--- src/rtl/multi_cycle_ctrl_pkg.sv ---
// rtl/multi_cycle_ctrl_pkg.sv - state encodings and opcode constants for multi_cycle_ctrl
package multi_cycle_ctrl_pkg;

    typedef enum logic [2:0] {
        ST_IF   = 3'd0,
        ST_ID   = 3'd1,
        ST_EXE  = 3'd2,
        ST_MEM  = 3'd3,
        ST_WB   = 3'd4,
        ST_HALT = 3'd5
    } state_e;

    localparam int unsigned OP_RTYPE = 'h00;
    localparam int unsigned OP_LW    = 'h23;
    localparam int unsigned OP_SW    = 'h2B;
    localparam int unsigned OP_BEQ   = 'h04;
    localparam int unsigned OP_BNE   = 'h05;
    localparam int unsigned OP_J     = 'h02;
    localparam int unsigned OP_JAL   = 'h03;
    localparam int unsigned OP_HALT  = 'h3F;

    // Wide enough for the largest legal MEM_LAT (7).
    localparam int unsigned LAT_W = 3;

endpackage

--- src/rtl/mc_wait_counter.sv ---
// rtl/mc_wait_counter.sv - per-state wait counter; done once MEM_LAT extra cycles have elapsed
module mc_wait_counter
    import multi_cycle_ctrl_pkg::*;
#(
    parameter int unsigned MEM_LAT = 0
) (
    input  logic clk,
    input  logic rst,
    input  logic load_i,
    input  logic en_i,
    output logic done_o
);

    logic [LAT_W-1:0] cnt_q;
    logic [LAT_W-1:0] cnt_d;

    // Counts elapsed cycles from zero so the reset value already gives a full-length first fetch.
    always_comb begin
        cnt_d = cnt_q;
        if (load_i) begin
            cnt_d = '0;
        end else if (en_i && !done_o) begin
            cnt_d = cnt_q + LAT_W'(1);
        end
    end

    always_ff @(posedge clk or posedge rst) begin
        if (rst) begin
            cnt_q <= '0;
        end else begin
            cnt_q <= cnt_d;
        end
    end

    assign done_o = (cnt_q == LAT_W'(MEM_LAT));

endmodule

--- src/rtl/multi_cycle_ctrl.sv ---
// rtl/multi_cycle_ctrl.sv - multi-cycle CPU control FSM; MULTI_CYCLE_CTRL_HALT_EN enables the HALT opcode
module multi_cycle_ctrl
    import multi_cycle_ctrl_pkg::*;
#(
    parameter int unsigned OP_W    = 6,
    parameter int unsigned MEM_LAT = 0,
    parameter int unsigned CNT_W   = 32
) (
    input  logic             CLK,
    input  logic             reset,
    input  logic             run,
    input  logic [OP_W-1:0]  opCode,
    input  logic             zero,
    input  logic             bne,
    output logic [2:0]       stage,
    output logic             pcWrite,
    output logic             irWrite,
    output logic             regWrite,
    output logic             memWrite,
    output logic [CNT_W-1:0] retired
);

    state_e           state_q;
    state_e           state_d;
    logic [CNT_W-1:0] retired_q;
    logic             lat_done;
    logic             lat_load;
    logic             lat_en;
    logic             retire;
    logic             pc_w;
    logic             ir_w;
    logic             reg_w;
    logic             mem_w;

    logic op_rtype;
    logic op_lw;
    logic op_sw;
    logic op_beq;
    logic op_bne;
    logic op_j;
    logic op_jal;
    logic op_exe;

    assign op_rtype = (opCode == OP_W'(OP_RTYPE));
    assign op_lw    = (opCode == OP_W'(OP_LW));
    assign op_sw    = (opCode == OP_W'(OP_SW));
    assign op_beq   = (opCode == OP_W'(OP_BEQ));
    assign op_bne   = (opCode == OP_W'(OP_BNE));
    assign op_j     = (opCode == OP_W'(OP_J));
    assign op_jal   = (opCode == OP_W'(OP_JAL));
    assign op_exe   = op_rtype | op_lw | op_sw | op_beq | op_bne;

`ifdef MULTI_CYCLE_CTRL_HALT_EN
    logic op_halt;
    assign op_halt = (opCode == OP_W'(OP_HALT));
`endif

    always_comb begin
        state_d = state_q;
        pc_w    = 1'b0;
        ir_w    = 1'b0;
        reg_w   = 1'b0;
        mem_w   = 1'b0;
        case (state_q)
            ST_IF: begin
                if (run && lat_done) begin
                    state_d = ST_ID;
                    pc_w    = 1'b1;
                    ir_w    = 1'b1;
                end
            end
            ST_ID: begin
                if (op_exe) begin
                    state_d = ST_EXE;
                end else if (op_jal) begin
                    state_d = ST_WB;
                    pc_w    = 1'b1;
                end else if (op_j) begin
                    state_d = ST_IF;
                    pc_w    = 1'b1;
`ifdef MULTI_CYCLE_CTRL_HALT_EN
                end else if (op_halt) begin
                    state_d = ST_HALT;
`endif
                end else begin
                    state_d = ST_IF;
                end
            end
            ST_EXE: begin
                if (op_rtype) begin
                    state_d = ST_WB;
                end else if (op_lw || op_sw) begin
                    state_d = ST_MEM;
                end else begin
                    state_d = ST_IF;
                    pc_w    = (op_beq || op_bne) && (zero ^ bne);
                end
            end
            ST_MEM: begin
                if (lat_done) begin
                    state_d = op_lw ? ST_WB : ST_IF;
                    mem_w   = op_sw;
                end
            end
            ST_WB: begin
                state_d = ST_IF;
                reg_w   = 1'b1;
            end
            ST_HALT: begin
                state_d = ST_HALT;
            end
            default: begin
                state_d = ST_IF;
            end
        endcase
    end

    // Every state change is an entry, so the wait counter restarts for back-to-back accesses.
    assign lat_load = (state_d != state_q);
    assign lat_en   = !((state_q == ST_IF) && !run);
    assign retire   = (state_d != state_q) && ((state_d == ST_IF) || (state_d == ST_HALT));

    mc_wait_counter #(
        .MEM_LAT (MEM_LAT)
    ) u_wait (
        .clk    (CLK),
        .rst    (reset),
        .load_i (lat_load),
        .en_i   (lat_en),
        .done_o (lat_done)
    );

    always_ff @(posedge CLK or posedge reset) begin
        if (reset) begin
            state_q   <= ST_IF;
            retired_q <= '0;
        end else begin
            state_q <= state_d;
            if (retire) begin
                retired_q <= retired_q + CNT_W'(1);
            end
        end
    end

    // Strobes are masked by reset so an abandoned instruction never writes anything.
    assign pcWrite  = pc_w  & ~reset;
    assign irWrite  = ir_w  & ~reset;
    assign regWrite = reg_w & ~reset;
    assign memWrite = mem_w & ~reset;
    assign stage    = state_q;
    assign retired  = retired_q;

endmodule

--- config.mk ---
export PLATFORM = sky130hd
export DESIGN_NAME = multi_cycle_ctrl
export DESIGN_NICKNAME = d
export VERILOG_FILES = /design/src/rtl/multi_cycle_ctrl_pkg.sv /design/src/rtl/mc_wait_counter.sv /design/src/rtl/multi_cycle_ctrl.sv
export SDC_FILE = /design/constraint.sdc
export NUM_CORES = 1
export LEC_CHECK = 0
export ABC_AREA = 1
export CORE_UTILIZATION = 30
export CTS_BUF_LIST = sky130_fd_sc_hd__clkbuf_16
export CTS_CLUSTER_DIAMETER = 30
export DETAILED_ROUTE_END_ITERATION = 8
export HOLD_SLACK_MARGIN = 0.12
export PLACE_DENSITY = 0.55
export SLEW_MARGIN = 25
export SYNTH_ARGS = -nofsm -noshare
export SYNTH_HDL_FRONTEND = slang
export SYNTH_SLANG_ARGS = --single-unit
--- constraint.sdc ---
create_clock -name CLK -period 3.89 [get_ports CLK]
set_clock_uncertainty 0.2 [all_clocks]
set_input_delay 1.167 -clock CLK [delete_from_list [all_inputs] [get_ports CLK]]
set_output_delay 1.167 -clock CLK [all_outputs]
set_load 0.01 [all_outputs]
== After elaboration in Yosys (flattened, before gate mapping) ==
Cells that the tools add are included.

* Output and inout port bits: 39
* Register bits after elaboration: 38
* Bits of input ports: 11

* Equal/unequal tests: 13
* Muxes and demuxes: 21
* Bitwise gates (word level): 10
* Reduce and logical (&&, ||, !) cells: 16
* Add/sub/neg operators: 2

{| class="wikitable"
|+ Operators by type and width
! operator !! number
|-
| $add 32x1->32 const B || 1
|-
| $mux 3 || 8
|-
| $pmux 3 s5 || 1
|-
| $eq 6x2->1 const B || 2
|-
| $eq 6x3->1 const B || 2
|-
| $eq 6x6->1 const B || 2
|-
| $mux 1 || 10
|-
| $eq 3x3->1 const B || 3
|-
| $logic_not 3->1 || 3
|-
| $eq 3x2->1 const B || 2
|-
| $logic_not 6->1 || 1
|-
| $logic_and 1x1->1 || 5
|-
| $and 1x1->1 || 4
|-
| $or 1x1->1 || 4
|-
| $add 3x1->3 const B || 1
|-
| $eq 3x1->1 const B || 1
|-
| $logic_not 1->1 || 3
|-
| $logic_or 1x1->1 || 3
|-
| $ne 3x3->1 || 1
|-
| $pmux 1 s3 || 1
|-
| $mux 2 || 1
|-
| $reduce_bool 2->1 || 1
|-
| $not 1->1 || 1
|-
| $xor 1x1->1 || 1
|}

== Depth between registers and ports, before layout ==
Gate-level depths: netlist of the first run.

* Depth in word-level cells: 10
* Gate-level depth with buffers: 14
* Depth with buffers taken out: 13

== Cells and area by module ==
A second synthesis of the first run with hierarchy kept.

* Cells, all modules: 394
* Area, all modules: 2686.3 sq um

{| class="wikitable"
|+ Modules (own cells, without submodules)
! module !! sequential area each (sq um) !! area an instance (sq um) !! cells an instance !! instances
|-
| multi_cycle_ctrl || 875.8 || 2497.4 || 368 || 1
|-
| mc_wait_counter || 75.1 || 188.9 || 26 || 1
|}

== Worst setup path after synthesis of the first run ==
Ideal clock, no wire load.

* Path type: input to output
* Start: in reset
* End: out memWrite
* Data arrival time: 2.581 ns
* Stages on the path: 3
* Buffers on the path: 0
* Setup slack: -0.058 ns
* Required time: 2.523 ns
* Cell sequence: inv_1 -> nand3_1 -> nor4_1

* Longest elaborated chain between the ends: 2

{| class="wikitable"
|+ Ends and longest elaborated chain
! what !! RTL line !! source
|-
| from (decl) || multi_cycle_ctrl.sv:10 || <nowiki>input logic reset,</nowiki>
|-
| $not 1->1 || multi_cycle_ctrl.sv:149 || <nowiki>assign memWrite = mem_w & ~reset;</nowiki>
|-
| $and 1x1->1 || multi_cycle_ctrl.sv:149 ||
|-
| to (decl) || multi_cycle_ctrl.sv:19 || <nowiki>output logic memWrite,</nowiki>
|}

Every way passes these cells.

== Final worst setup path of the first run ==
* Start: in opCode[4]
* End: out memWrite

* Longest elaborated chain between the ends: 4

{| class="wikitable"
|+ Ends and longest elaborated chain
! what !! RTL line !! source
|-
| from (decl) || multi_cycle_ctrl.sv:12 || <nowiki>input logic [OP_W-1:0] opCode,</nowiki>
|-
| $eq 6x6->1 || multi_cycle_ctrl.sv:46 || <nowiki>assign op_sw = (opCode == OP_W'(OP_SW));</nowiki>
|-
| $mux 1 || multi_cycle_ctrl.sv:100 || <nowiki>if (lat_done) begin</nowiki>
|-
| $mux 1 || multi_cycle_ctrl.sv:64 || <nowiki>case (state_q)</nowiki>
|-
| $and 1x1->1 || multi_cycle_ctrl.sv:149 ||
|}

Every way passes these cells.

==> results of run 1 <==
[per-stage QoR]
| stage | worst slack, ps | cells | setup TNS [ps] | utilization |
|---|---|---|---|---|
| 2_1_floorplan | 369 | 391 | 0 | - |
| 3_3_place_gp | -268 | 551 | -659 | 0.383 |
| 3_5_place_dp | -311 | 551 | -2250 | 0.383 |
| 4_1_cts | 7.01 | 559 | 0 | 0.400 |
| 5_1_grt | 25.0 | 559 | 0 | 0.400 |
| 6_report | 71.6 | 559 | 0 | 0.400 |
[worst max path at each step]
stage / from / endpoint / slack [ps] / cells past startpoint
2_1_floorplan: reset / memWrite / 370 / 3
3_3_place_gp: opCode[5] / pcWrite / -270 / 9
3_5_place_dp: opCode[5] / pcWrite / -310 / 9
4_1_cts: opCode[5] / pcWrite / 7 / 9
5_1_grt: opCode[4] / memWrite / 30 / 6
6_report: opCode[4] / memWrite / 70 / 6
[cell families (layout without fill, tap and decap cells)]
kind of cell               after synthesis  in the layout  synth area share
AOI/OAI and AO/OA                       14             14            0.0305
xor gates and xnor gates                30             30            0.0985
adders and majority gates                3              3            0.0141
buffers and inverters                   44            104            0.0759
DFF                                     38             38             0.356
and+or+nand+nor                        262            262             0.425
[metal layers]
| metal | up-vias | wire, µm |
|---|---|---|
| met4 | 0 | 115 |
| li1 | 1366 | - |
| met2 | 46 | 3240 |
| met5 | - | 0 |
| met1 | 1210 | 3420 |
| met3 | 10 | 289 |
[layout make-up]
| cell class | instances | area (µm²) |
|---|---|---|
| sequential | 38 | 951 |
| multi-input combinational | 309 | 1530 |
| clock buffer | 5 | 125 |
| timing repair buffer | 62 | 582 |
| inverter | 34 | 131 |
| tap | 108 | 135 |
| clock inverter | 3 | 12.5 |
| fill | 943 | 5210 |
[flip-flops by register name, summed over array words and instances (netlist names)]
name,flops
retired,32
stage,3
u_wait.cnt_q,3
[worst reg2reg max path, cell delays in order, from the launching register on]
cell and delay, ps:
dfrtp_1 390, inv_1 80, ha_1 200, nand2_1 110, nand2_1 110, nand2_1 90, nor2_2 100, nand2_2 80
nand3_1 80, nand2_1 80, nor2_4 590, nand2_4 360, nand2_1 160, nand2_1 60
[placed cells by master (no fill, tap or decap), types with 3 or more instances in the layout]
cell type / n
a21oi_1: 8
buf_4: 13
clkbuf_16: 5
clkdlybuf4s50_1: 44
dfrtp_1: 38
dlygate4sd2_1: 3
ha_1: 3
inv_1: 31
inv_2: 3
nand2_1: 129
nand2_2: 4
nand3_1: 51
nand4_1: 7
nor2_1: 42
nor2_2: 6
nor3_1: 15
xnor2_1: 8
xor2_1: 22
[power by group]
group          total, mW  internal [mW]  leakage [nW]  switching (mW)
logic              0.233          0.101          1.09           0.132
registers          0.453          0.420         0.524          0.0338
clock network      0.383          0.232        0.0724           0.151
[what timing repair did]
action | 4_1_cts | 5_1_grt
gates cloned | 0 | 0
setup endpoints to repair | 4 | 1
pin swaps | 1 | 2
gates resized for setup | 9 | 3
==> key figures, run 1 <==
Run status
  • Status: finished, final reports clean

Placement
  • Final RePlAce weighted congestion: between 0.9 and 1
  • Placed wire-length estimate: 5550 µm
  • Cell Area, Placed: 3320 µm²
  • PortBufs: 49

Clock tree
  • CTS tree: built
  • Hold-fix buffers at CTS: 0
  • Clk root buf: clkbuf_16
  • Setup bufs post-CTS: 0
  • Clock Path Buffers: 2
  • Clk sinks: 38
  • Reg clk slew, reported paths: 50 ps
  • CTS Buf Count: 5
  • H-tree levels: 2
  • Clk Latency, worst-skew pair: 280 ps

Timing
  • WHS: around 320 ps
  • RSZ-0062 raised after global routing: no
  • Slew headroom: 0.496
  • Worst-Margin Slew: 755 ps
  • Fin crit period: 3820 ps
  • Final count of hold timing violations: 0
  • FMAX: 0.262 GHz
  • Final period utilization: 0.982
  • Setup-failing EPs final: 0
  • Fin. max-slew vios: 0

Global route
  • GRT met2 Usage: 0.281
  • GRT Util Overall: 0.166
  • Total grt overflow: 0
  • First-pass GRT wire length: 12100 µm
  • Largest net degree at the start of global routing: 34
  • GRT busiest layer: met2
  • Met1 Use GR: 0.215
  • Met3 Track Usage GR: 0.0292
  • Initial antenna violation count: 0
  • Vias in the first global route: approximately 2700

Floorplan
  • Core Area: ~8700 µm²
  • Num rows: 34
  • I/O pin count: 50
  • Die span in y: 96.3 µm
  • Initial Utilization: 0.308
  • Chip width: 96.3 µm
  • Die area: 9280 µm²

Synth
  • Synth cell types: 28
  • Syn Std Cell Area: 2670 µm²
  • Most frequent cell after synthesis: nand2_1
  • Synthesized Nets: ~410
  • Seq/Total Area, Yosys: 0.356
  • Asr flop ratio synth: 1.00
  • Post-synth EDFFs: 0
  • Synth area leaders: dfrtp_1, nand2_1, nand3_1
  • Area leader, netlist: dfrtp_1
  • Syn avg cell area: 6.83 µm²
  • Synth top cells by count: nand2_1, nand3_1, nor2_1
  • Yosys reg bits: 38
  • Cell count after synthesis: 391
  • Synthesis warning total: 0
  • Synth top area share: 0.356
  • Most used DFF post-synth: dfrtp_1

Route
  • Routed Antenna Nets: 0
  • WL per Instance: 12.6 µm
  • DRC Markers: 0
  • Post-Route WL: 7070 µm
  • Vias per std cell: 4.71
  • 1st-pass router iterations: 4
  • Initial DRC count: 120
  • Vias: about 2600

Flow run
  • Max Cap Violations: 0

Worst setup path
  • Crit path cell chain: clkdlybuf4s50_1 -> buf_4 -> nor2_1 -> nand3_1 -> nor4_1 -> dlygate4sd2_1
  • Critical Path RT: 2520 ps
  • Critical path type: in2out
  • CP delay by family, top: buffers and inverters
  • R2R Path Start: u_wait.cnt_q[0]
  • FF-to-FF path depth: 13
  • Worst setup EP type: output pin
  • CP bufs+invs: 3
  • Critical Path AT: between 2000 and 2500 ps
  • Worst path max stage delay: approximately 440 ps
  • Internal reg-to-reg setup slack: between 1000 and 1500 ps
  • Slowest cell on the critical path: clkdlybuf4s50_1
  • Crit Path Max Fanout: 2
  • Worst R2R End: retired[29]
  • Type of origin of the critical path: input port

Min path
  • Hold Crit Depth: 2
  • Hold path endpoint: retired[31]
  • Type of the tightest min-delay check: reg2reg
  • Hold_sp: retired[31]

Power and ir drop
  • Pwr dens: a little over 300 nW/µm²
  • Worst ir drop on vdd: 0.216 mV
  • Total power: 1.07 mW
  • Pleak: 1.68 nW

Cells and area
  • Antenna Cells: 0
  • Final instance area: 3470 µm²
  • Area delta synth->final: 29.9%
  • Layout cells sized above 1: 0.0887
  • Layout Nets: 464
No activity file was read; power rests on OpenSTA's default activity.
==> run 2: changes to the inputs <==
--- a/config.mk
+++ b/config.mk
@@ -8,10 +8,11 @@
 export ABC_AREA = 1
 export CORE_UTILIZATION = 30
 export CTS_BUF_LIST = sky130_fd_sc_hd__clkbuf_16
-export CTS_CLUSTER_DIAMETER = 30
+export CTS_CLUSTER_DIAMETER = 40
 export DETAILED_ROUTE_END_ITERATION = 8
+export DONT_BUFFER_PORTS = 1
 export HOLD_SLACK_MARGIN = 0.12
-export PLACE_DENSITY = 0.55
+export PLACE_DENSITY_LB_ADDON = 0.12
 export SLEW_MARGIN = 25
 export SYNTH_ARGS = -nofsm -noshare
 export SYNTH_HDL_FRONTEND = slang
==> run 2 against run 1 <==
Net effect:
- register-to-register slack better by 330 ps
- largest cell class unchanged
- total power decreased by 5.9%
- via count decreased by 8.5%
- first-iteration DRC count grew 13%
- non-clock buffer count is 58 lower
- sequential share of layout area increased by 5.4 points
==> key figures, run 2 (synthesized netlist as in run 1, its figures left out) <==
Run status
  • Status: finished, final reports clean (unchanged)

Global route
  • Vias in the first global route: 2436 (was 2654)
  • First-pass GRT wire length: 12000 µm (was 12100 µm)
  • Total grt overflow: 0 (unchanged)
  • GRT Util Overall: 0.168 (was 0.166)
  • Initial antenna violation count: 0 (unchanged)
  • Largest net degree at the start of global routing: 39 (was 34)

Timing
  • Worst-Margin Slew: 512 ps (was 755 ps)
  • Fin. max-slew vios: 0 (unchanged)
  • Setup-failing EPs final: 0 (unchanged)
  • Final period utilization: 0.859 (was 0.982)
  • FMAX: 0.299 GHz (was 0.262 GHz)
  • Worst setup margin: 547 ps (was 71.6 ps)
  • Fin crit period: 3340 ps (was 3820 ps)
  • Slew headroom: 0.656 (was 0.496)
  • RSZ-0062 raised after global routing: no (unchanged)
  • Final TNS setup: 0 ps (unchanged)
  • WHS: 352 ps (was 324 ps)
  • Final count of hold timing violations: 0 (unchanged)

Min path
  • Hold Crit Depth: 2 (unchanged)
  • Type of the tightest min-delay check: reg2reg (unchanged)
  • Hold path endpoint: u_wait.cnt_q[2] (was retired[31])
  • Hold_sp: u_wait.cnt_q[2] (was retired[31])

Worst setup path
  • Type of origin of the critical path: input port (unchanged)
  • Crit path cell chain: nor2_1 -> nand2_1 -> nor2_1 -> nand2_1 -> o31ai_1 -> o21ai_0 -> inv_1 (was clkdlybuf4s50_1 -> buf_4 -> nor2_1 -> nand3_1 -> nor4_1 -> dlygate4sd2_1)
  • R2R Path Start: u_wait.cnt_q[0] (unchanged)
  • Worst path max stage delay: 190 ps (was 440 ps)
  • FF-to-FF path depth: 13 (unchanged)
  • Critical path type: in2out (unchanged)
  • Slowest cell on the critical path: nor2_1 (was clkdlybuf4s50_1)
  • Crit Path Max Fanout: 4 (was 2)
  • Internal reg-to-reg setup slack: 1430 ps (was 1100 ps)
  • CP delay by family, top: simple AND/OR/NAND/NOR gates (was buffers and inverters)
  • Worst setup EP type: output pin (unchanged)
  • Critical Path AT: 1980 ps (was 2450 ps)
  • Worst R2R End: retired[11] (was retired[29])
  • Critical Path RT: 2520 ps (about the same)
  • CP bufs+invs: 1 (was 3)

Clock tree
  • CTS tree: built (unchanged)
  • Hold-fix buffers at CTS: 0 (unchanged)
  • Setup bufs post-CTS: 0 (unchanged)
  • Clk root buf: clkbuf_16 (unchanged)
  • H-tree levels: 2 (unchanged)
  • Clk sinks: 38 (unchanged)
  • Clock Path Buffers: 2 (unchanged)
  • Clk Latency, worst-skew pair: 280 ps (about the same)
  • Post-CTS resize count: 0 (was 9)
  • CTS Buf Count: 5 (unchanged)
  • Reg clk slew, reported paths: 50 ps (about the same)

Power and ir drop
  • Pwr dens: 347 nW/µm² (was 308 nW/µm²)
  • Total power: 1.01 mW (was 1.07 mW)
  • Pleak: 1.44 nW (was 1.68 nW)
  • Worst ir drop on vdd: 0.195 mV (was 0.216 mV)

Cells and area
  • Antenna Cells: 0 (unchanged)
  • Final instance area: 2900 µm² (was 3470 µm²)
  • Most common cell after layout, fill and taps aside: nand2_1 (unchanged)
  • Most frequent cells in the layout: nand2_1, nand3_1, nor2_1 (was nand2_1, nand3_1, clkdlybuf4s50_1)
  • Layout cells sized above 1: 0.0636 (was 0.0887)
  • Fillcell total: 971 (was 943)
  • Multi-input logic area: 1520 µm² (was 1530 µm²)
  • Layout Nets: 406 (was 464)
  • Number of flip-flops in the largest register: 32 (unchanged)
  • Area delta synth->final: 8.63% (was 29.9%)
  • Final Util: 0.334 (was 0.400)
  • Layout Cells excl Fill: 501 (was 559)
  • Register Area: 951 µm² (unchanged)

Floorplan
  • Die span in y: 96.3 µm (unchanged)
  • I/O pin count: 50 (unchanged)
  • Initial Utilization: 0.308 (unchanged)
  • Core Area: 8680 µm² (unchanged)
  • Die area: 9280 µm² (unchanged)
  • Chip width: 96.3 µm (unchanged)
  • Num rows: 34 (unchanged)

Route
  • Vias: 2409 (was 2632)
  • DRC Markers: 0 (unchanged)
  • 1st-pass router iterations: 4 (unchanged)
  • WL per Instance: 14.1 µm (was 12.6 µm)
  • Routed Antenna Nets: 0 (unchanged)
  • Post-Route WL: 7090 µm (was 7070 µm)
  • Vias per std cell: 4.81 (was 4.71)
  • Initial DRC count: 135 (was 120)

Flow run
  • Max Cap Violations: 0 (unchanged)

Placement
  • Final RePlAce weighted congestion: 0.815 (was 0.903)
  • PortBufs: 0 (was 49)
  • Setup Slack @ Placement: 566 ps (was -311 ps)
  • Placed wire-length estimate: 5510 µm (was 5550 µm)
  • Placed cells: 493 (was 551)
  • Cell Area, Placed: 2760 µm² (was 3320 µm²)
-- run 2: cell types whose count changed in the layout (fill, tap and decap cells not counted), moves of 2 or more --
cell             before  now
clkdlybuf4s50_1      44    0
buf_4                13    4
nor2_1               42   46
dlygate4sd2_1         3    0
nor2_2                6    3
clkinv_1              1    3
-- run 2: area by class of cell --
type                    count  share of cell area
inverters                  34              0.0453
repair buffers              4              0.0104
well taps                 108              0.0466
clock buffers               5              0.0432
clock inverters             3             0.00388
flip-flops and latches     38               0.328
multi-input cells         309               0.523
-- run 2: worst max path at each step --
stage               endpoint  cells past startpoint  slack, ps  startpoint
global route         pcWrite                      7        420   opCode[4]
global placement     pcWrite                      5        600   opCode[4]
detailed placement   pcWrite                      5        570   opCode[4]
CTS                  pcWrite                      5        570   opCode[4]
finish               pcWrite                      7        550   opCode[3]
floorplan           memWrite                      3        370       reset
-- run 2: worst register-to-register path, delay by kind of cell (launching register included) --
| family | cells | cell delay [ps] |
|---|---|---|
| adders and majority gates | 1 | 200 |
| buffers and inverters | 1 | 80 |
| DFF | 1 | 390 |
| and+or+nand+nor | 11 | 1480 |
-- run 2: routing by layer --
layer,part of all wire,wire length [µm],global-route usage
met5,0,0,0
met2,0.46,3270,0.283
met3,0.050,357,0.0379
met4,0.011,80,0.0404
met1,0.48,3380,0.219
-- run 2: report_power, final --
group          total (mW)  leakage [nW]  switching (mW)  internal (mW)
combinational       0.151         0.849           0.105         0.0454
clock               0.388        0.0663           0.157          0.231
sequential          0.467         0.524          0.0480          0.419
total                1.01          1.44           0.310          0.695
